<file path="src/rtl/util_clk_pkg.sv">
// Shared definitions for the ext-clock monitor/supervisor blocks.
// State encodings and a constant-width helper.
package util_clk_pkg;

  localparam logic [1:0] S_WAIT = 2'd0;
  localparam logic [1:0] S_OK   = 2'd1;
  localparam logic [1:0] S_LOST = 2'd2;

  // Bits needed to hold values 0..v-1 (never less than 1).
  function automatic int clog2(input longint v);
    int r;
    r = 0;
    while ((64'd1 << r) < v) r++;
    if (r < 1) r = 1;
    return r;
  endfunction

endpackage

</file>
<file path="src/rtl/util_sync_bit.sv">
// Multi-flop synchroniser for a single async bit.
// Flops reset to 0 with the block reset.
module util_sync_bit #(
  parameter int STAGES = 2
) (
  input  logic clk,
  input  logic rstn,
  input  logic i_d,
  output logic o_q
);

  logic [STAGES-1:0] r_sync;

  // Shift the async input through the flop chain.
  always_ff @(posedge clk or negedge rstn) begin
    if (!rstn) r_sync <= '0;
    else       r_sync <= {r_sync[STAGES-2:0], i_d};
  end

  assign o_q = r_sync[STAGES-1];

endmodule

</file>
<file path="src/rtl/util_clk_status_supervisor.sv">
// Qualifies the monitor's in-range flag into clk_ok with
// lock/loss pulses, loss counter, sticky irq and timeout.
module util_clk_status_supervisor
  import util_clk_pkg::*;
#(
  parameter int SYNC_STAGES    = 2,
  parameter int GOOD_CYCLES    = 1024,
  parameter int BAD_CYCLES     = 16,
  parameter int TIMEOUT_CYCLES = 65536,
  parameter int CNT_WIDTH      = 16
) (
  input  logic                 clk,
  input  logic                 rstn,
  input  logic                 mon_state,
  input  logic                 irq_clr,
  input  logic                 cnt_clr,
  output logic                 clk_ok,
  output logic                 lock_pulse,
  output logic                 loss_pulse,
  output logic                 irq,
  output logic                 timeout,
  output logic [CNT_WIDTH-1:0] loss_count
);

  localparam int RUN_MAX =
    (GOOD_CYCLES > BAD_CYCLES) ? GOOD_CYCLES : BAD_CYCLES;
  localparam int RUN_W = clog2(RUN_MAX + 1);
  localparam int TMO_W = clog2(TIMEOUT_CYCLES + 1);

  localparam logic [RUN_W-1:0] GOOD_N = RUN_W'(GOOD_CYCLES);
  localparam logic [RUN_W-1:0] BAD_N  = RUN_W'(BAD_CYCLES);
  localparam logic [TMO_W-1:0] TMO_N  = TMO_W'(TIMEOUT_CYCLES);

  logic                 w_sync;
  logic [1:0]           r_state;
  logic [1:0]           w_next;
  logic [RUN_W-1:0]     r_run_cnt;
  logic [RUN_W-1:0]     w_run_nxt;
  logic [RUN_W-1:0]     w_need;
  logic                 w_target;
  logic                 w_match;
  logic                 w_fire;
  logic                 w_lock_evt;
  logic                 w_loss_evt;
  logic                 w_ok_nxt;
  logic [TMO_W-1:0]     r_tmo_cnt;
  logic                 w_tmo_evt;
  logic [CNT_WIDTH-1:0] w_cnt_base;
  logic [CNT_WIDTH-1:0] w_cnt_nxt;

  util_sync_bit #(
    .STAGES (SYNC_STAGES)
  ) u_sync (
    .clk  (clk),
    .rstn (rstn),
    .i_d  (mon_state),
    .o_q  (w_sync)
  );

  // Debounce: count consecutive samples at the level that
  // would move the FSM; fire on the Nth and restart.
  always_comb begin
    w_target  = (r_state != S_OK);
    w_need    = (r_state == S_OK) ? BAD_N : GOOD_N;
    w_match   = (w_sync == w_target);
    w_fire    = w_match && (r_run_cnt == w_need - 1'b1);
    w_run_nxt = '0;
    if (w_match && !w_fire) w_run_nxt = r_run_cnt + 1'b1;
  end

  // Debounce run counter register.
  always_ff @(posedge clk or negedge rstn) begin
    if (!rstn) r_run_cnt <= '0;
    else       r_run_cnt <= w_run_nxt;
  end

  // FSM state register.
  always_ff @(posedge clk or negedge rstn) begin
    if (!rstn) r_state <= S_WAIT;
    else       r_state <= w_next;
  end

  // FSM next-state logic; the unused code recovers to WAIT.
  always_comb begin
    w_next = r_state;
    case (r_state)
      S_WAIT,
      S_LOST:  if (w_fire) w_next = S_OK;
      S_OK:    if (w_fire) w_next = S_LOST;
      default: w_next = S_WAIT;
    endcase
  end

  // FSM output decode: events on state transitions.
  always_comb begin
    w_ok_nxt   = (w_next == S_OK);
    w_lock_evt = w_ok_nxt && (r_state != S_OK);
    w_loss_evt = (r_state == S_OK) && (w_next == S_LOST);
  end

  // Register the qualifier and event pulses with the state.
  always_ff @(posedge clk or negedge rstn) begin
    if (!rstn) begin
      clk_ok     <= 1'b0;
      lock_pulse <= 1'b0;
      loss_pulse <= 1'b0;
    end else begin
      clk_ok     <= w_ok_nxt;
      lock_pulse <= w_lock_evt;
      loss_pulse <= w_loss_evt;
    end
  end

  // Loss count: clear first, then saturating increment.
  always_comb begin
    w_cnt_base = cnt_clr ? '0 : loss_count;
    w_cnt_nxt  = w_cnt_base;
    if (w_loss_evt && !(&w_cnt_base))
      w_cnt_nxt = w_cnt_base + 1'b1;
  end

  // Sticky irq (a new loss beats a clear) and loss count.
  always_ff @(posedge clk or negedge rstn) begin
    if (!rstn) begin
      irq        <= 1'b0;
      loss_count <= '0;
    end else begin
      loss_count <= w_cnt_nxt;
      if (w_loss_evt)   irq <= 1'b1;
      else if (irq_clr) irq <= 1'b0;
    end
  end

  assign w_tmo_evt = (r_state == S_WAIT) &&
                     (r_tmo_cnt == TMO_N - 1'b1);

  // WAIT-only timeout window; counter parks at the limit.
  always_ff @(posedge clk or negedge rstn) begin
    if (!rstn) begin
      r_tmo_cnt <= '0;
      timeout   <= 1'b0;
    end else begin
      if (r_state == S_WAIT && r_tmo_cnt != TMO_N)
        r_tmo_cnt <= r_tmo_cnt + 1'b1;
      if (w_tmo_evt)    timeout <= 1'b1;
      else if (cnt_clr) timeout <= 1'b0;
    end
  end

endmodule
</file>
<file path="config.mk">
export PLATFORM = sky130hd
export DESIGN_NAME = util_clk_status_supervisor
export DESIGN_NICKNAME = d
export VERILOG_FILES = /design/src/rtl/util_clk_pkg.sv /design/src/rtl/util_sync_bit.sv /design/src/rtl/util_clk_status_supervisor.sv
export SDC_FILE = /design/constraint.sdc
export NUM_CORES = 1
export LEC_CHECK = 0
export CORE_MARGIN = 4
export CORE_UTILIZATION = 35
export CTS_CLUSTER_SIZE = 30
export DETAILED_ROUTE_END_ITERATION = 16
export PLACE_DENSITY = 0.51
export SYNTH_ARGS = -nofsm -noshare
export SYNTH_HDL_FRONTEND = slang
export SYNTH_SLANG_ARGS = --single-unit
export TNS_END_PERCENT = 1
</file>
<file path="constraint.sdc">
create_clock -name clk -period 4.9 [get_ports clk]
set_input_delay 0.98 -clock clk [delete_from_list [all_inputs] [get_ports clk]]
set_output_delay 0.98 -clock clk [all_outputs]
set_load 0.1 [all_outputs]
</file>
; ---- After elaboration in Yosys (flattened, before gate mapping)
; Index checks and enable logic that the tools add are counted.
[op_classes]
muxes = 11
reduce_logical = 14
n_eq_ne = 9
addsub = 4
[ops]
columns = operator, count
row1 = 16-bit two-way mux, 2
row2 = 11-bit two-way mux, 2
row3 = 17-bit by 1-bit adder with 17-bit output (second input constant), 1
row4 = 17-bit by 16-bit equality test with 1-bit output (second input constant), 1
row5 = 17-bit != test (second input constant), 1
row6 = 16-bit by 1-bit adder with 16-bit output (second input constant), 1
row7 = 16-bit AND reduction, 1
row8 = 11-bit by 1-bit adder with 11-bit output (second input constant), 1
row9 = 11-bit equality test, 1
row10 = 11-bit by 1-bit subtractor with 11-bit output (second input constant), 1
row11 = 1-bit logical AND, 7
row12 = 2-bit by 1-bit equality test with 1-bit output (second input constant), 2
row13 = 2-bit equality test (second input constant), 2
row14 = 1-bit two-way mux, 4
row15 = 2-bit two-way mux, 2
row16 = 2-bit one-hot mux with 2 select lines, 1
row17 = 2-bit nonzero test, 2
row18 = 1-bit logical NOT, 2
row19 = 2-bit logical NOT, 1
row20 = 2-bit by 1-bit != test with 1-bit output (second input constant), 1
row21 = 2-bit OR reduction, 1
row22 = 1-bit equality test, 1
[totals]
in_bits = 5
out_inout_bits = 21
word_cells = 48
regBits = 53

; ---- Logic depth before layout (Yosys ltp)
; Gate-level depths: netlist of run 1.
[depth]
depth_word = 11
ltp_mapped = 8
ltp_nobuf = 7

; ---- Cells and area by module
; Synthesis of run 1 repeated with hierarchy kept, for this count alone.
[unflattened]
hier_cells = 247
hier_area_um2 = 2622.5
[by_module_without_submodules]
columns = module, area_each_um2, n_inst, seq_area_each_um2, cells_per_inst
row1 = util_clk_status_supervisor, 2572.5, 1, 1276.2, 245
row2 = util_sync_bit, 50.0, 1, 50.0, 2

; ---- Worst setup path before layout of run 1
; No wires, ideal clock.
[synth_path]
kind = input -> register
startpoint = input port cnt_clr
endpoint = register loss_count[4]
path_stages = 8
t_arrival_ns = 2.547
path_slack_ns = 2.225
path_buffers = 2
path_cell_list = clkbuf_1 nor2b_1 ha_1 and3_1 buf_6 a31oi_4 nand4_1 mux2_1
[synth_between]
elab_chain_len = 5
elab_cells_between_ends = 6
[synth_rtl]
columns = element, line_no
row1 = start: declaration, util_clk_status_supervisor.sv:16  ; input logic cnt_clr,
row2 = 16-bit two-way mux *, util_clk_status_supervisor.sv:116  ; w_cnt_base = cnt_clr ? '0 : loss_count;
row3 = "parallel branches: the longest is 3 deep, another holds 16-bit by 1-bit adder with 16-bit output", n/a
row4 = 16-bit two-way mux *, util_clk_status_supervisor.sv:118  ; if (w_loss_evt && !(&w_cnt_base))
row5 = via w_cnt_nxt[4], util_clk_status_supervisor.sv:49  ; logic [CNT_WIDTH-1:0] w_cnt_nxt;
row6 = end signal: assignment, util_clk_status_supervisor.sv:128  ; loss_count <= w_cnt_nxt;
row7 = end: declaration, util_clk_status_supervisor.sv:22  ; output logic [CNT_WIDTH-1:0] loss_count
; Mark *: on every way through the listed nets, which the timed path passes.
; A chain may end at the register's enable or synchronous reset.

; ---- Final worst setup path of run 1
[layout_path]
startpoint = register loss_count[11]
endpoint = output port loss_count[11]
; No word-level cell between the ends.

==> flow_metrics.env, run 1 <==
export IMPL_finalPower_mw=0.7174
export IMPL_fin_area_sq_mm=0.003065
export IMPL_nets=286
export IMPL_seq_area_frac_synth_pct=50.57
export IMPL_critical_path_max_stage_delay_ns=1.17
export IMPL_worstPathMaxFanout=5
export IMPL_synth_top_area_cell="dfrtp_1"
export IMPL_ys_async_sr_fraction_pct=100.0
export IMPL_syn_mean_instance_area_sq_um=10.62
export IMPL_num_vias=1822
export IMPL_r2r_cells=6
export IMPL_slew_viol_final=0
export IMPL_start_kind="register"
export IMPL_power_density_mw_per_mm2=234.0
export IMPL_min_period_ns=2.911
export IMPL_cts_tree="done"
export IMPL_power_leakage_nw=1.338
export IMPL_grt_use_total_pct=12.66
export IMPL_initial_utilization_pct=36.16
export IMPL_slew_headroom_pct=34.58
export IMPL_drt_vias_per_instance=4.846
export IMPL_dieArea_sq_mm=0.008942
export IMPL_gp_congestion=0.7220
export IMPL_use_met1_pct=16.99
export IMPL_place_area_sq_mm=0.002978
export IMPL_rsz0062_at_grt="no"
export IMPL_gr_usage_met3_pct=2.869
export IMPL_core_sq_mm=0.007253
export IMPL_clockRootBuffer="clkbuf_8"
export IMPL_seq_area_sq_mm=0.001326
export IMPL_dieWidth_um=94.56
export IMPL_multi_input_area_sq_mm=0.001215
export IMPL_setup_violations=0
export IMPL_timing_final_hold_violations=0
export IMPL_place_inst=368
export IMPL_status="finished, final reports clean"
export IMPL_period_share_pct=59.40
export IMPL_finClkSkew_ns=0.007265
export IMPL_cts_made_buffers=5
export IMPL_grt_max_degree=54
export IMPL_clk_latency_ns=0.31
export IMPL_grt_overflow_total=0
export IMPL_clk_pin_slew_ns=0.10
export IMPL_antennaDiodeCount=0
export IMPL_path_depth=1
export IMPL_rows=31
export IMPL_routed_wl_um=5234
export IMPL_synth_edf_count=0
export IMPL_cts_max_level=2
export IMPL_path_buf_inv=1
export IMPL_netlist_area_sq_mm=0.002623
export IMPL_ys_types=44
export IMPL_ant_nets=0
export IMPL_cp_data_arrival_time_ns=1.93
export IMPL_fp_dieH_um=94.56
export IMPL_synthDominantCellAreaShare_pct=50.57
export IMPL_critPathTopFamily="buffers and inverters"
export IMPL_grt_pass1_wl_um=8866
export IMPL_cp_end_kind="primary output"
export IMPL_post_cts_setup_buffer_count=0
export IMPL_synth_ff_latch_count=53
export IMPL_syn_to_final_growth_pct=16.89
export IMPL_max_cap_violations=0
export IMPL_ctsHoldBuffers=0
export IMPL_io_buffers=25
export IMPL_hold_path_class="register to register"
export IMPL_cts_sinks=53
export IMPL_synthesis_nets=257
export IMPL_worstPathCellList="clkdlybuf4s50_1"
export IMPL_first_pass_iters=4
export IMPL_grt_pass1_vias=1833
export IMPL_drc_errors=0
export IMPL_drt_iter0_markers=56
export IMPL_path_class="register to primary output"
export IMPL_max_vdd_ir_drop_mv=0.09129
export IMPL_antenna_found_initial=0
export IMPL_grt_busiest_layer="met2"
export IMPL_slowest_stage="clkdlybuf4s50_1"
export IMPL_tightestPinTransition_ns=0.9782
export IMPL_cp_required_ns=3.92
export IMPL_hold_depth=0
export IMPL_detailed_place_hpwl_um=3654
export IMPL_cts_resized_gates=0
export IMPL_grtUsageMet2_pct=20.51
export IMPL_fin_cells=376
export IMPL_tns_ns=0
export IMPL_hold_ws_ns=0.3583
export IMPL_syn_instance_count=247
export IMPL_drive_gt1_share_pct=9.025
export IMPL_fillers=725
export IMPL_fmax_mhz=343.6
export IMPL_ios=26
export IMPL_clockBufferDepth=2
export IMPL_post_drt_wl_per_cell_um=13.92
export IMPL_ys_dominant_reg_cell="dfrtp_1"
export IMPL_ys_warn_count=0
export IMPL_synthTopCellsByArea="dfrtp_1 (51%), xnor2_1 (7.7%), nor2_1 (3.7%), nand4_1 (2.9%), nand3_1 (2.7%)"
## layout by cell type, fill, tap and decap left out, drive strengths merged, types with 2 or more instances in the layout
cell / synthesis / final
nor4: 6 / 6
clkbuf: 2 / 6
nand3: 14 / 14
a311oi: 2 / 2
buf: 3 / 3
ha: 5 / 5
o21ai: 5 / 5
a31oi: 2 / 2
and4b: 3 / 3
a21oi: 4 / 4
mux2: 5 / 5
nor2: 26 / 26
nand4: 13 / 13
and4: 5 / 5
clkinvlp: 0 / 2
nand2: 13 / 13
nor2b: 11 / 11
a31o: 3 / 3
and2: 3 / 3
clkdlybuf4s50: 0 / 24
dfrtp: 53 / 53
inv: 14 / 14
xor2: 7 / 7
nor3: 4 / 4
xnor2: 23 / 23
and3: 8 / 8
## cell usage after synthesis, types with 2 or more instances
cell and count:
mux2_2 4, a21oi_1 4, nor2_1 26, xor2_1 7
and2_1 3, ha_1 5, clkbuf_1 2, and4b_1 3
nand2_1 13, nor4_1 4, and3_1 8, and4_1 5
buf_2 2, inv_1 14, o21ai_0 5, dfrtp_1 53
nor3_1 4, xnor2_1 23, a31o_2 3, nor2b_1 11
nand4_1 12, nand3_1 14
## metrics by stage
step                setup slack, ns  utilization (%)
detailed placement            1.720            41.06
finish                        1.989            42.26
global placement              1.738            41.06
CTS                           1.968            42.26
floorplan                     2.225                -
global route                  1.907            42.26
## final cells by class
type / instances / share of cell area, %
well taps: 99 / 4.041
multi-input cells: 175 / 39.63
flip-flops and latches: 53 / 43.27
clock buffers: 6 / 2.367
repair buffers: 27 / 8.490
clock inverters: 2 / 0.4898
inverters: 14 / 1.714
## path summary, 6_finish.rpt
kind                             startpoint               end  slack, ns
hold / removal             u_sync.r_sync[0]  u_sync.r_sync[1]       0.36
min in group asynchronous              rstn      r_run_cnt[7]       0.78
max in group asynchronous              rstn      r_tmo_cnt[4]       3.66
setup / recovery             loss_count[11]    loss_count[11]       1.99
setup reg to reg               r_run_cnt[0]      r_run_cnt[9]       2.68
hold reg to reg            u_sync.r_sync[0]  u_sync.r_sync[1]       0.36
## metal layers
metal	routed length [um]	part of all wire [%]	vias to the layer above
met2	2529	48	17
met4	57	1.1	0
met3	137	2.6	5
li1	-	-	914
met5	0	0	-
met1	2510	48	886
## kinds of logic after synthesis
family	count (synthesis)	synth area share, %
adder cells (fa/ha/maj)	5	2.385
AND/OR/NAND/NOR	116	26.05
multiplexers	6	2.528
buffers and inverters	19	3.101
XOR/XNOR	30	10.02
AO/OA/AOI/OAI	18	5.344
flip-flops	53	50.57
## report_power, final
group | leakage, nW | switching [mW] | internal [mW]
Combinational | 0.582 | 0.0146 | 0.00655
Clock | 0.0374 | 0.152 | 0.101
Sequential | 0.719 | 0.00275 | 0.440
Total | 1.34 | 0.170 | 0.548
## state kept, by name, indices dropped and copies added (netlist names)
name,count
r_tmo_cnt,17
loss_count,16
r_run_cnt,11
r_state,2
u_sync.r_sync,2
clk_ok,1
irq,1
lock_pulse,1
loss_pulse,1
timeout,1
Power figures use the tool's default switching activity.
==> inputs of run 2 (changes only) <==
- PLACE_DENSITY: 0.51 -> 0.53
- clock period: 4.9 -> 2.4 ns (I/O delays scaled with it)
==> run 2 against run 1 <==
Effect of this change: total power is 120% higher; core utilization is 1.1 points higher; count of clock-buffer cells in the layout stayed put; via count is 2.5% higher; combinational power is 130% higher; wire length is 1.3% lower; sequential power is 100% higher; critical path depth is 6 higher; final area is 2.5% higher; sequential share of layout area is 1.0 points lower; largest cell class unchanged.
==> flow_metrics.env, run 2 (synthesis results as in run 1) <==
export IMPL_power_frac_seq_pct=56.9
export IMPL_worstPathMaxFanout=5
export IMPL_dp_slack_ns=-0.06411
export IMPL_cp_required_ns=2.61
export IMPL_place_inst=379
export IMPL_antennaDiodeCount=0
export IMPL_slew_viol_final=0
export IMPL_clkPwrFrac_pct=40.0
export IMPL_start_kind="input port"
export IMPL_core_sq_mm=0.007253
export IMPL_grt_use_total_pct=12.94
export IMPL_routed_wl_um=5165
export IMPL_grt_overflow_total=0
export IMPL_largest_reg_flops=17
export IMPL_num_vias=1867
export IMPL_power_density_mw_per_mm2=505.5
export IMPL_fin_cells=387
export IMPL_dieArea_sq_mm=0.008942
export IMPL_fin_util_pct=43.32
export IMPL_cts_made_buffers=5
export IMPL_cts_sinks=53
export IMPL_comb_power_share_pct=3.1
export IMPL_setup_violations=0
export IMPL_rsz0062_at_grt="no"
export IMPL_ctsHoldBuffers=0
export IMPL_clockRootBuffer="clkbuf_8"
export IMPL_post_cts_setup_buffer_count=0
export IMPL_clockBufferDepth=2
export IMPL_first_pass_iters=4
export IMPL_top_register="r_tmo_cnt"
export IMPL_antenna_found_initial=0
export IMPL_p_int_mw=1.256
export IMPL_finClkSkew_ns=0.008681
export IMPL_clk_pin_slew_ns=0.10
export IMPL_fmax_mhz=463.1
export IMPL_initial_utilization_pct=36.16
export IMPL_cp_end_kind="register"
export IMPL_gp_congestion=0.7106
export IMPL_hold_path_class="input port to async pin"
export IMPL_largestRegisters="r_tmo_cnt: 17 flops, loss_count: 16 flops, r_run_cnt: 11 flops"
export IMPL_post_drt_wl_per_cell_um=13.35
export IMPL_swShare_pct=20.91
export IMPL_io_buffers=25
export IMPL_max_vdd_ir_drop_mv=0.2372
export IMPL_grt_max_degree=34
export IMPL_grt_pass1_vias=1952
export IMPL_drive_gt1_share_pct=20.49
export IMPL_nets=297
export IMPL_ant_nets=0
export IMPL_drt_iter0_markers=73
export IMPL_slew_headroom_pct=49.09
export IMPL_fillers=729
export IMPL_most_common_layout_cells="dfrtp_1 (52), buf_4 (33), nor2_1 (26), xnor2_1 (23)"
export IMPL_dieWidth_um=94.56
export IMPL_fin_ws_ns=0.2408
export IMPL_fp_dieH_um=94.56
export IMPL_path_class="input port to register"
export IMPL_cts_resized_gates=0
export IMPL_power_leakage_nw=1.461
export IMPL_detailed_place_hpwl_um=3815
export IMPL_final_common_cell="dfrtp_1"
export IMPL_syn_to_final_growth_pct=19.80
export IMPL_period_share_pct=89.97
export IMPL_max_cap_violations=0
export IMPL_p_sw_mw=0.3321
export IMPL_grt_pass1_wl_um=9142
export IMPL_rows=31
export IMPL_tightestPinTransition_ns=0.7601
export IMPL_status="finished, final reports clean"
export IMPL_timing_final_hold_violations=0
export IMPL_drc_errors=0
export IMPL_drt_vias_per_instance=4.824
export IMPL_clk_latency_ns=0.31
export IMPL_cts_tree="done"
export IMPL_ios=26
export IMPL_min_period_ns=2.159
export IMPL_cts_max_level=2
export IMPL_cp_data_arrival_time_ns=2.37
## run 2: changes by cell type in the layout (fill, tap and decap cells not counted)
cell             previous run  this run
bufinv_16                   0         1
buf_4                       2        33
buf_12                      0         1
clkinvlp_4                  2         1
dfrtp_1                    53        52
clkbuf_8                    5         6
clkbuf_1                    1         0
dfrtp_2                     0         1
clkdlybuf4s50_1            24         3
## run 2: critical path: stages
cell and delay [ns]:
clkdlybuf4s50_1 0.48, nor2b_1 0.21, ha_1 0.19, and3_1 0.29, nand4_1 0.23, or2_0 0.25, a211oi_1 0.23
## run 2: path summary, 6_finish.rpt
path / to / cells past startpoint / slack, ns / startpoint
max reg2reg: loss_count[5] / 6 / 0.31 / r_run_cnt[0]
max: loss_count[14] / 7 / 0.24 / cnt_clr
min in group clk: u_sync.r_sync[1] / 0 / 0.36 / u_sync.r_sync[0]
max in group asynchronous: loss_count[0] / 2 / 1.72 / rstn
min: r_run_cnt[2] / 1 / 0.12 / rstn
min reg2reg: u_sync.r_sync[1] / 0 / 0.36 / u_sync.r_sync[0]
## run 2: power groups by stage
stage,combinational [mW],clock (mW),sequential (mW)
detailed placement,0.0521,0,0.921
CTS,0.0523,0.662,0.904
finish,0.0496,0.635,0.904
floorplan,0.0156,0,0.920
global placement,0.0524,0,0.921
global route,0.0591,0.698,0.905
## run 2: per-layer routing
metal / part of all wire [%] / GRT usage, % / vias up
li1: - / - / 941
met1: 49 / 17.29 / 905
met4: 0.74 / 4.207 / 0
met5: 0 / 0 / -
met2: 47 / 20.51 / 17
met3: 2.9 / 3.347 / 4
## run 2: area by class of cell
type,count,area (sq um),area share [%]
clock buffer,6,82.58,2.628
clock inverter,2,37.54,1.195
inverter,14,52.55,1.673
multi-input combinational,175,1215,38.67
sequential,53,1328,42.25
tap,99,123.9,3.943
timing repair buffer,38,302.8,9.638
## run 2: metrics by stage
stage                     power [mW]  TNS (ns)  hold slack [ns]  area [sq um]
after floorplan               0.9359         0           0.1844          2624
after global placement        0.9734         0           0.3370          3022
after detailed placement      0.9734   -0.1813           0.3371          3022
after CTS                      1.618         0           0.1336          3142
after global routing           1.662         0           0.1580          3142
final                          1.588         0           0.1223          3142
==> inputs of run 3 (changes only) <==
- CORE_ASPECT_RATIO: unset -> 1.25
==> run 3 against run 2 <==
Effect of this change: wire length is 2.1% higher; first-iteration DRC count is 23% higher; register-to-register slack better by 0.11 ns; global-route usage is 0.28 points lower; critical path depth stayed put; count of clock-buffer cells in the layout stayed put; maximum frequency is 0.69% higher; flip-flop and latch count stayed put; combinational power is 1% higher; worst hold slack better by 0.054 ns; clock power is 23% lower; critical path type unchanged; largest cell class unchanged.
==> flow_metrics.env, run 3 (synthesis results as in run 1) <==
export IMPL_status="finished, final reports clean"
export IMPL_routed_wl_um=5274
export IMPL_clockBufferDepth=2
export IMPL_dp_slack_ns=-0.04516
export IMPL_grt_use_total_pct=12.66
export IMPL_grt_pass1_wl_um=9108
export IMPL_grt_max_degree=28
export IMPL_top_register="r_tmo_cnt"
export IMPL_slew_viol_final=0
export IMPL_slowest_stage="clkdlybuf4s50_1"
export IMPL_detailed_place_hpwl_um=3920
export IMPL_timing_final_hold_violations=0
export IMPL_reg2reg_from="r_run_cnt[0]"
export IMPL_finClkSkew_ns=0.01026
export IMPL_cts_made_buffers=5
export IMPL_post_drt_wl_per_cell_um=13.81
export IMPL_drt_vias_per_instance=4.911
export IMPL_top_layer_used="met4"
export IMPL_met2_wirelength_um=2616
export IMPL_ant_nets=0
export IMPL_fin_area_sq_mm=0.003110
export IMPL_hold_path_class="input port to async pin"
export IMPL_finalPower_mw=1.441
export IMPL_worstPathMaxFanout=5
export IMPL_cts_max_level=2
export IMPL_ios=26
export IMPL_grt_overflow_total=0
export IMPL_setup_violations=0
export IMPL_dieArea_sq_mm=0.008950
export IMPL_power_leakage_nw=1.459
export IMPL_final_common_cell="dfrtp_1"
export IMPL_ctsHoldBuffers=0
export IMPL_dieWidth_um=85.42
export IMPL_slew_headroom_pct=49.96
export IMPL_fp_dieH_um=104.8
export IMPL_min_period_ns=2.144
export IMPL_power_density_mw_per_mm2=463.2
export IMPL_grt_pass1_vias=1880
export IMPL_cp_end_kind="register"
export IMPL_post_cts_setup_buffer_count=0
export IMPL_critical_path_max_stage_delay_ns=0.49
export IMPL_core_sq_mm=0.007357
export IMPL_r2r_cells=6
export IMPL_drive_gt1_share_pct=20.69
export IMPL_cp_required_ns=2.62
export IMPL_drc_errors=0
export IMPL_fin_ws_ns=0.2556
export IMPL_largest_reg_flops=17
export IMPL_cts_resized_gates=0
export IMPL_clockRootBuffer="clkbuf_8"
export IMPL_clk_pin_slew_ns=0.10
export IMPL_nets=299
export IMPL_clk_latency_ns=0.30
export IMPL_start_kind="input port"
export IMPL_rrSetupSlack_ns=0.42
export IMPL_tns_ns=0
export IMPL_tightestPinTransition_ns=0.7471
export IMPL_syn_to_final_growth_pct=18.61
export IMPL_most_common_layout_cells="dfrtp_1 (52), buf_4 (35), nor2_1 (26), xnor2_1 (23)"
export IMPL_r2r_end="loss_count[15]"
export IMPL_period_share_pct=89.35
export IMPL_cts_tree="done"
export IMPL_fmax_mhz=466.3
export IMPL_max_cap_violations=0
export IMPL_place_area_sq_mm=0.003028
export IMPL_gp_congestion=0.7398
export IMPL_wl_met1_um=2460
export IMPL_largestRegisters="r_tmo_cnt: 17 flops, loss_count: 16 flops, r_run_cnt: 11 flops"
export IMPL_max_vdd_ir_drop_mv=0.2324
export IMPL_path_class="input port to register"
export IMPL_drt_iter0_markers=90
export IMPL_initial_utilization_pct=35.65
export IMPL_antennaDiodeCount=0
export IMPL_fin_cells=382
export IMPL_dr_wl_met3_um=121
export IMPL_first_pass_iters=4
export IMPL_num_vias=1876
export IMPL_io_buffers=25
export IMPL_cts_sinks=53
export IMPL_cp_data_arrival_time_ns=2.36
export IMPL_worstPathCellList="clkdlybuf4s50_1, nor2b_1, ha_1, and3_1, nand4_1, or2_0, a211oi_1"
export IMPL_antenna_found_initial=0
export IMPL_rsz0062_at_grt="no"
export IMPL_rows=35
export IMPL_place_inst=374
## run 3: power by group
part / switching [mW] / total [mW] / leakage [nW] / internal [mW]
combinational: 0.0313 / 0.0502 / 0.696 / 0.0188
clock: 0.284 / 0.487 / 0.0450 / 0.203
sequential: 0.00529 / 0.903 / 0.717 / 0.898
## run 3: layer usage
metal  track usage (%)  up-vias
met1             16.19      911
met4             3.733        0
met2             21.33       17
li1                  -      942
met5                 0        -
met3             2.681        6
## run 3: area by class of cell
class / instances / area (sq um)
clock buffers: 6 / 72.57
clock inverters: 2 / 10.01
fillers: 749 / 4247
inverters: 14 / 52.55
multi-input cells: 175 / 1215
flip-flops and latches: 53 / 1328
well taps: 92 / 115.1
repair buffers: 40 / 317.8
## run 3: worst max path at each step
stage | startpoint | to | slack (ns) | cells after the start
6_report | cnt_clr | loss_count[14] | 0.26 | 7
5_1_grt | cnt_clr | loss_count[14] | 0.1 | 7
4_1_cts | cnt_clr | loss_count[14] | 0.28 | 7
3_5_place_dp | cnt_clr | loss_count[14] | -0.05 | 7
3_3_place_gp | cnt_clr | loss_count[4] | 0.02 | 6
2_1_floorplan | loss_count[1] | loss_count[14] | 0.04 | 7
## run 3: stage by stage
stage               utilization [%]  hold WS (ns)
floorplan                         -        0.1844
global placement              41.16        0.3374
detailed placement            41.16        0.3373
CTS                           42.28        0.1893
global route                  42.28        0.2150
finish                        42.28        0.1760
## run 3: critical path: cells and delay by family
family,cells,cell delay (ns)
AND/OR/NAND/NOR,4,0.98
adder cells (fa/ha/maj),1,0.18
AO/OA/AOI/OAI,1,0.24
buffers and inverters,1,0.49
